`src/rtl/deserializer_16_frame_align.sv`:
```
// ---------------------------------------------------------------------------
// deserializer_16_frame_align
//
// Receive side of the 16-to-1 serial link. Takes one MSB-first bit per
// qualified clock, hunts for SYNC_WORD at any bit offset, then flywheels on
// that frame alignment. It emits the payload words of each frame and reports
// lock status. Word 0 of every frame is the sync word and is never emitted.
//
// Parameters
//   SYNC_WORD      frame sync pattern (word 0 of every frame)
//   FRAME_WORDS    words per frame including the sync word (>= 2)
//   LOCK_MISS_MAX  consecutive bad sync words that drop lock (>= 1)
//
// Ports
//   clk_i          sole clock, rising edge
//   rst_i          asynchronous active-high reset
//   bit_in_i       serial data, MSB of each word first
//   bit_valid_i    bit_in_i is accepted on this edge; otherwise all state holds
//   word_out_o     last completed payload word
//   word_valid_o   one-cycle strobe, word_out_o is new
//   word_first_o   qualifies word_valid_o, high for frame word 1
//   locked_o       frame alignment established
//   sync_seen_o    one-cycle pulse on each matching sync word
// ---------------------------------------------------------------------------
module deserializer_16_frame_align #(
  parameter logic [15:0] SYNC_WORD     = 16'hA5C3,
  parameter int unsigned FRAME_WORDS   = 8,
  parameter int unsigned LOCK_MISS_MAX = 4
) (
  input  logic        clk_i,
  input  logic        rst_i,
  input  logic        bit_in_i,
  input  logic        bit_valid_i,
  output logic [15:0] word_out_o,
  output logic        word_valid_o,
  output logic        word_first_o,
  output logic        locked_o,
  output logic        sync_seen_o
);

  localparam int unsigned IDX_W  = (FRAME_WORDS > 2) ? $clog2(FRAME_WORDS) : 1;
  localparam int unsigned MISS_W = (LOCK_MISS_MAX > 1) ? $clog2(LOCK_MISS_MAX + 1) : 1;

  localparam logic [IDX_W-1:0]  LAST_IDX  = IDX_W'(FRAME_WORDS - 1);
  localparam logic [IDX_W-1:0]  FIRST_IDX = IDX_W'(1);
  localparam logic [MISS_W-1:0] MISS_LAST = MISS_W'(LOCK_MISS_MAX - 1);

  typedef enum logic {
    HUNT,
    LOCKED
  } state_t;

  state_t             state_q, state_d;
  logic [15:0]        sr_q, sr_d;
  logic [4:0]         fill_q, fill_d;
  logic [3:0]         bit_cnt_q, bit_cnt_d;
  logic [IDX_W-1:0]   word_idx_q, word_idx_d;
  logic [MISS_W-1:0]  miss_q, miss_d;
  logic [15:0]        word_out_q, word_out_d;
  logic               word_valid_q, word_valid_d;
  logic               word_first_q, word_first_d;
  logic               sync_seen_q, sync_seen_d;

  // The candidate word includes the bit being accepted this edge, so a match
  // is recognised on the same edge that shifts in the LSB.
  logic [15:0] cand;
  logic        cand_match;

  assign cand       = {sr_q[14:0], bit_in_i};
  assign cand_match = (cand == SYNC_WORD);

  // State registers; the async reset clears every output without a clock.
  always_ff @(posedge clk_i or posedge rst_i) begin
    if (rst_i) begin
      state_q      <= HUNT;
      sr_q         <= '0;
      fill_q       <= '0;
      bit_cnt_q    <= '0;
      word_idx_q   <= '0;
      miss_q       <= '0;
      word_out_q   <= '0;
      word_valid_q <= 1'b0;
      word_first_q <= 1'b0;
      sync_seen_q  <= 1'b0;
    end else begin
      state_q      <= state_d;
      sr_q         <= sr_d;
      fill_q       <= fill_d;
      bit_cnt_q    <= bit_cnt_d;
      word_idx_q   <= word_idx_d;
      miss_q       <= miss_d;
      word_out_q   <= word_out_d;
      word_valid_q <= word_valid_d;
      word_first_q <= word_first_d;
      sync_seen_q  <= sync_seen_d;
    end
  end

  // Next-state logic. Strobes default low so they last exactly one cycle and
  // stay low on cycles without an accepted bit.
  always_comb begin
    state_d      = state_q;
    sr_d         = sr_q;
    fill_d       = fill_q;
    bit_cnt_d    = bit_cnt_q;
    word_idx_d   = word_idx_q;
    miss_d       = miss_q;
    word_out_d   = word_out_q;
    word_valid_d = 1'b0;
    word_first_d = 1'b0;
    sync_seen_d  = 1'b0;

    if (bit_valid_i) begin
      sr_d = cand;
      if (fill_q != 5'd16) begin
        fill_d = fill_q + 5'd1;
      end

      unique case (state_q)
        HUNT: begin
          // fill_q >= 15 means this bit completes the first 16 received
          // since reset, so reset contents never take part in a match.
          if ((fill_q >= 5'd15) && cand_match) begin
            state_d     = LOCKED;
            bit_cnt_d   = '0;
            word_idx_d  = FIRST_IDX;
            miss_d      = '0;
            sync_seen_d = 1'b1;
          end
        end

        LOCKED: begin
          bit_cnt_d = bit_cnt_q + 4'd1;
          if (bit_cnt_q == 4'd15) begin
            word_idx_d = (word_idx_q == LAST_IDX) ? '0 : word_idx_q + 1'b1;
            if (word_idx_q != '0) begin
              word_out_d   = cand;
              word_valid_d = 1'b1;
              word_first_d = (word_idx_q == FIRST_IDX);
            end else if (cand_match) begin
              sync_seen_d = 1'b1;
              miss_d      = '0;
            end else if (miss_q == MISS_LAST) begin
              // sr and fill are kept, so hunting resumes on the next bit.
              state_d = HUNT;
              miss_d  = '0;
            end else begin
              miss_d = miss_q + 1'b1;
            end
          end
        end

        default: begin
          state_d = HUNT;
        end
      endcase
    end
  end

  assign word_out_o   = word_out_q;
  assign word_valid_o = word_valid_q;
  assign word_first_o = word_first_q;
  assign sync_seen_o  = sync_seen_q;
  assign locked_o     = (state_q == LOCKED);

endmodule

```
`config.mk`:
```
export PLATFORM = sky130hd
export DESIGN_NAME = deserializer_16_frame_align
export DESIGN_NICKNAME = d
export VERILOG_FILES = /design/src/rtl/deserializer_16_frame_align.sv
export SDC_FILE = /design/constraint.sdc
export NUM_CORES = 1
export LEC_CHECK = 0
export CAP_MARGIN = 15
export CORE_MARGIN = 10
export CORE_UTILIZATION = 39
export DETAILED_ROUTE_END_ITERATION = 6
export PLACE_DENSITY = 0.68
export SLEW_MARGIN = 20
export SYNTH_ARGS = -nofsm -noshare
export SYNTH_HDL_FRONTEND = slang
export SYNTH_SLANG_ARGS = --single-unit
```
`constraint.sdc`:
```
create_clock -name clk_i -period 4.6 [get_ports clk_i]
set_input_delay 0.69 -clock clk_i [delete_from_list [all_inputs] [get_ports clk_i]]
set_output_delay 0.69 -clock clk_i [all_outputs]
set_load 0.05 [all_outputs]
```
==> summary.txt <==
CTS
  – TritonCTS clock tree: done
  – Worst-Skew Late Latency: 310 ps
  – Post-CTS Hold Buffers: 0
  – Post-cts sizing count: 0
  – CTS Buffer Depth: 2
  – CTS root buffer: clkbuf_8
  – Max H-tree Level: 2
  – Clock transition at the registers of the reported paths: ~80 ps
  – Setup bufs post-CTS: 0
  – CTS Buf Count: 5
  – Num Clock Sinks: 50

Global route
  – Initial antenna violation count: 0
  – GRT overflow: 0
  – Vias in the first global route: 1441
  – Largest net degree at the start of global routing: 51
  – GR Util All Layers: about a tenth
  – First-pass GRT wire length: just under 7000 um

Timing
  – Clk_skew: 14.5 ps
  – Tightest Pin Transition: around 940 ps
  – Fmax: roughly 0.4 GHz
  – Fin crit period: 2570 ps
  – Total negative slack: 0 ps
  – Hold slack: between 500 and 600 ps
  – RSZ-0062 raised after global routing: no
  – Final setup viols: 0
  – Final Slew Violations: 0
  – Relative slew margins: ~37%
  – Fin crit share: between 50 and 60%
  – Final hold vios: 0

Synth
  – Syn nets: 180
  – Asr flop ratio synth: 100%
  – Predominant post-synthesis flop cell: dfrtp_1
  – Syn avg cell area: roughly 13 um2
  – Cell area after synthesis: 0.00223 mm2
  – Synth warnings: 0
  – Synth Instances: around 170
  – Library cells used by synthesis: between 40 and 50
  – Post-synth EDFFs: 0
  – #FFs+latches synth: 50
  – Seq/Total Area, Yosys: 56.1%

Die
  – Starting Density: 40.2%
  – Site Rows: 27
  – Die area: slightly above 0.009 mm2
  – Die H: between 90 and 100 um
  – Die X-Extent: approximately 96 um
  – Ports: 24
  – Core box area: roughly 0.0055 mm2

Routing
  – First drt pass iteration count: 4
  – Residual DRC: 0
  – Routed WL per cell: roughly 15 um
  – Drt initial violations: between 60 and 70
  – Routed Wire Length: just under 4000 um
  – Routed Antenna Nets: 0
  – Vias per cell: 5.13
  – Via count: between 1000 and 1500

Layout
  – Area growth syn-to-layout: 18.4%
  – Commonest non-fill, non-tap cell in the layout: dfrtp_1
  – Commonest cells after routing, fill and taps aside: dfrtp_1, mux2_2, clkdlybuf4s50_1
  – Share of cells above drive strength 1: between 20% and 30%
  – Post-route cell area: between 0.002 and 0.003 mm2
  – # diodes: 0
  – Nets: about 210

Run
  – Max-cap violations: 0

Critical path
  – CP Buf/Inv Count: 2
  – Top delay family on crit path: simple AND/OR/NAND/NOR gates
  – Setup crit end kind: flop
  – Critical path arrival: ~2800 ps
  – Crit-path cells: clkdlybuf4s50_1 > buf_4 > nand2_4 > nor3_4 > mux2_2
  – CP Data Required Time: about 4800 ps
  – Worst Path Max Fanout: 20
  – CP Launch Type: input pin
  – Type of the worst setup path: in2reg
  – Critical path's slowest cell: nor3_4
  – Max incr delay on CP: 780 ps

Pwr
  – Leakage: ~1.2 nW
  – Max VDD drop: 0.192 mV
  – Pwr dens: a little under 400 mW/mm2

Place
  – Placed cell areas: 0.00253 mm2
  – Port bufs: 23
  – DP HPWL: about 2700 um
  – Routability cong.: a little over 0.8

Hold path
  – Tightest Hold Check Type: reg2reg

Status
  – Status: complete, no violations
## final timing paths
path | start | endpoint | slack [ps] | depth (start not counted)
setup reg to reg | word_idx_q[0] | word_out_o[12] | 2350 | 5
hold / removal | miss_q[0] | miss_q[0] | 510 | 1
max in group asynchronous | rst_i | word_out_o[10] | 3250 | 2
setup / recovery | bit_valid_i | word_out_o[12] | 2030 | 5
hold reg to reg | miss_q[0] | miss_q[0] | 510 | 1
min in group asynchronous | rst_i | word_out_o[4] | 840 | 2
## registers in the layout, summed over array words and instances, names as in the netlist
register / cells
word_out_o: 16
sr_q: 15
fill_q: 5
bit_cnt_q: 4
miss_q: 3
word_idx_q: 3
locked_o: 1
sync_seen_o: 1
word_first_o: 1
word_valid_o: 1
## synth_stat cells, types with 2 or more instances
library cell   n  area (um2)
and3_1         4        25.0
a32oi_1        2        17.5
buf_2          2        10.0
ha_1           9         113
o211ai_1       2        15.0
mux2_2        23         259
nand3_1        4        20.0
xnor2_1        3        26.3
nand4_1        3        18.8
a21oi_1        2        10.0
inv_1         10        37.5
o21ai_0        9        45.0
nor2b_1        2        12.5
mux2_4         8         120
nor2_1         4        15.0
nor4bb_1       2        20.0
nand2_1        5        18.8
dfrtp_1       50        1250
## per-layer routing
metal / vias to the layer above / wire (um) / global-route usage [%] / part of all wire [%]
met5: - / 0 / 0 / 0
met4: 0 / 74 / 4.05 / 1.9
met3: 5 / 240 / 3.46 / 6.1
met2: 22 / 1710 / 14.5 / 44
met1: 687 / 1870 / 12.1 / 48
li1: 657 / - / - / -
## stage by stage
| stage | setup WS, ps | power (mW) | utilization [%] | instances |
|---|---|---|---|---|
| 2_1_floorplan | 2710 | 0.684 | - | 167 |
| 5_1_grt | 1900 | 1.08 | 47.7 | 267 |
| 3_3_place_gp | 1720 | 0.722 | 45.6 | 259 |
| 6_report | 2030 | 1.03 | 47.7 | 267 |
| 4_1_cts | 2010 | 1.04 | 47.6 | 267 |
| 3_5_place_dp | 1700 | 0.731 | 45.6 | 259 |
## area by class of cell
class / count / area, um2
repair buffers: 24 / 238
flip-flops and latches: 50 / 1250
fillers: 504 / 2900
multi-input cells: 103 / 912
clock buffers: 6 / 72.6
clock inverters: 2 / 37.5
well taps: 72 / 90.1
inverters: 10 / 38.8
## kinds of logic (layout without fill, tap and decap cells)
family | after synthesis | count (layout) | synth area share (%)
AO/OA/AOI/OAI | 22 | 22 | 6.34
multiplexers | 32 | 32 | 17.5
buffers and inverters | 14 | 42 | 2.97
XOR/XNOR | 4 | 4 | 1.57
adder cells (fa/ha/maj) | 9 | 9 | 5.05
flip-flops | 50 | 50 | 56.1
AND/OR/NAND/NOR | 36 | 36 | 10.5
## report_power, final
part	total, mW	switching (mW)	internal (mW)	leakage [nW]
combinational	0.137	0.0574	0.0800	0.501
clock	0.305	0.143	0.162	0.0514
sequential	0.584	0.0727	0.511	0.635
Note: power is estimated with default switching activity, not from simulation.
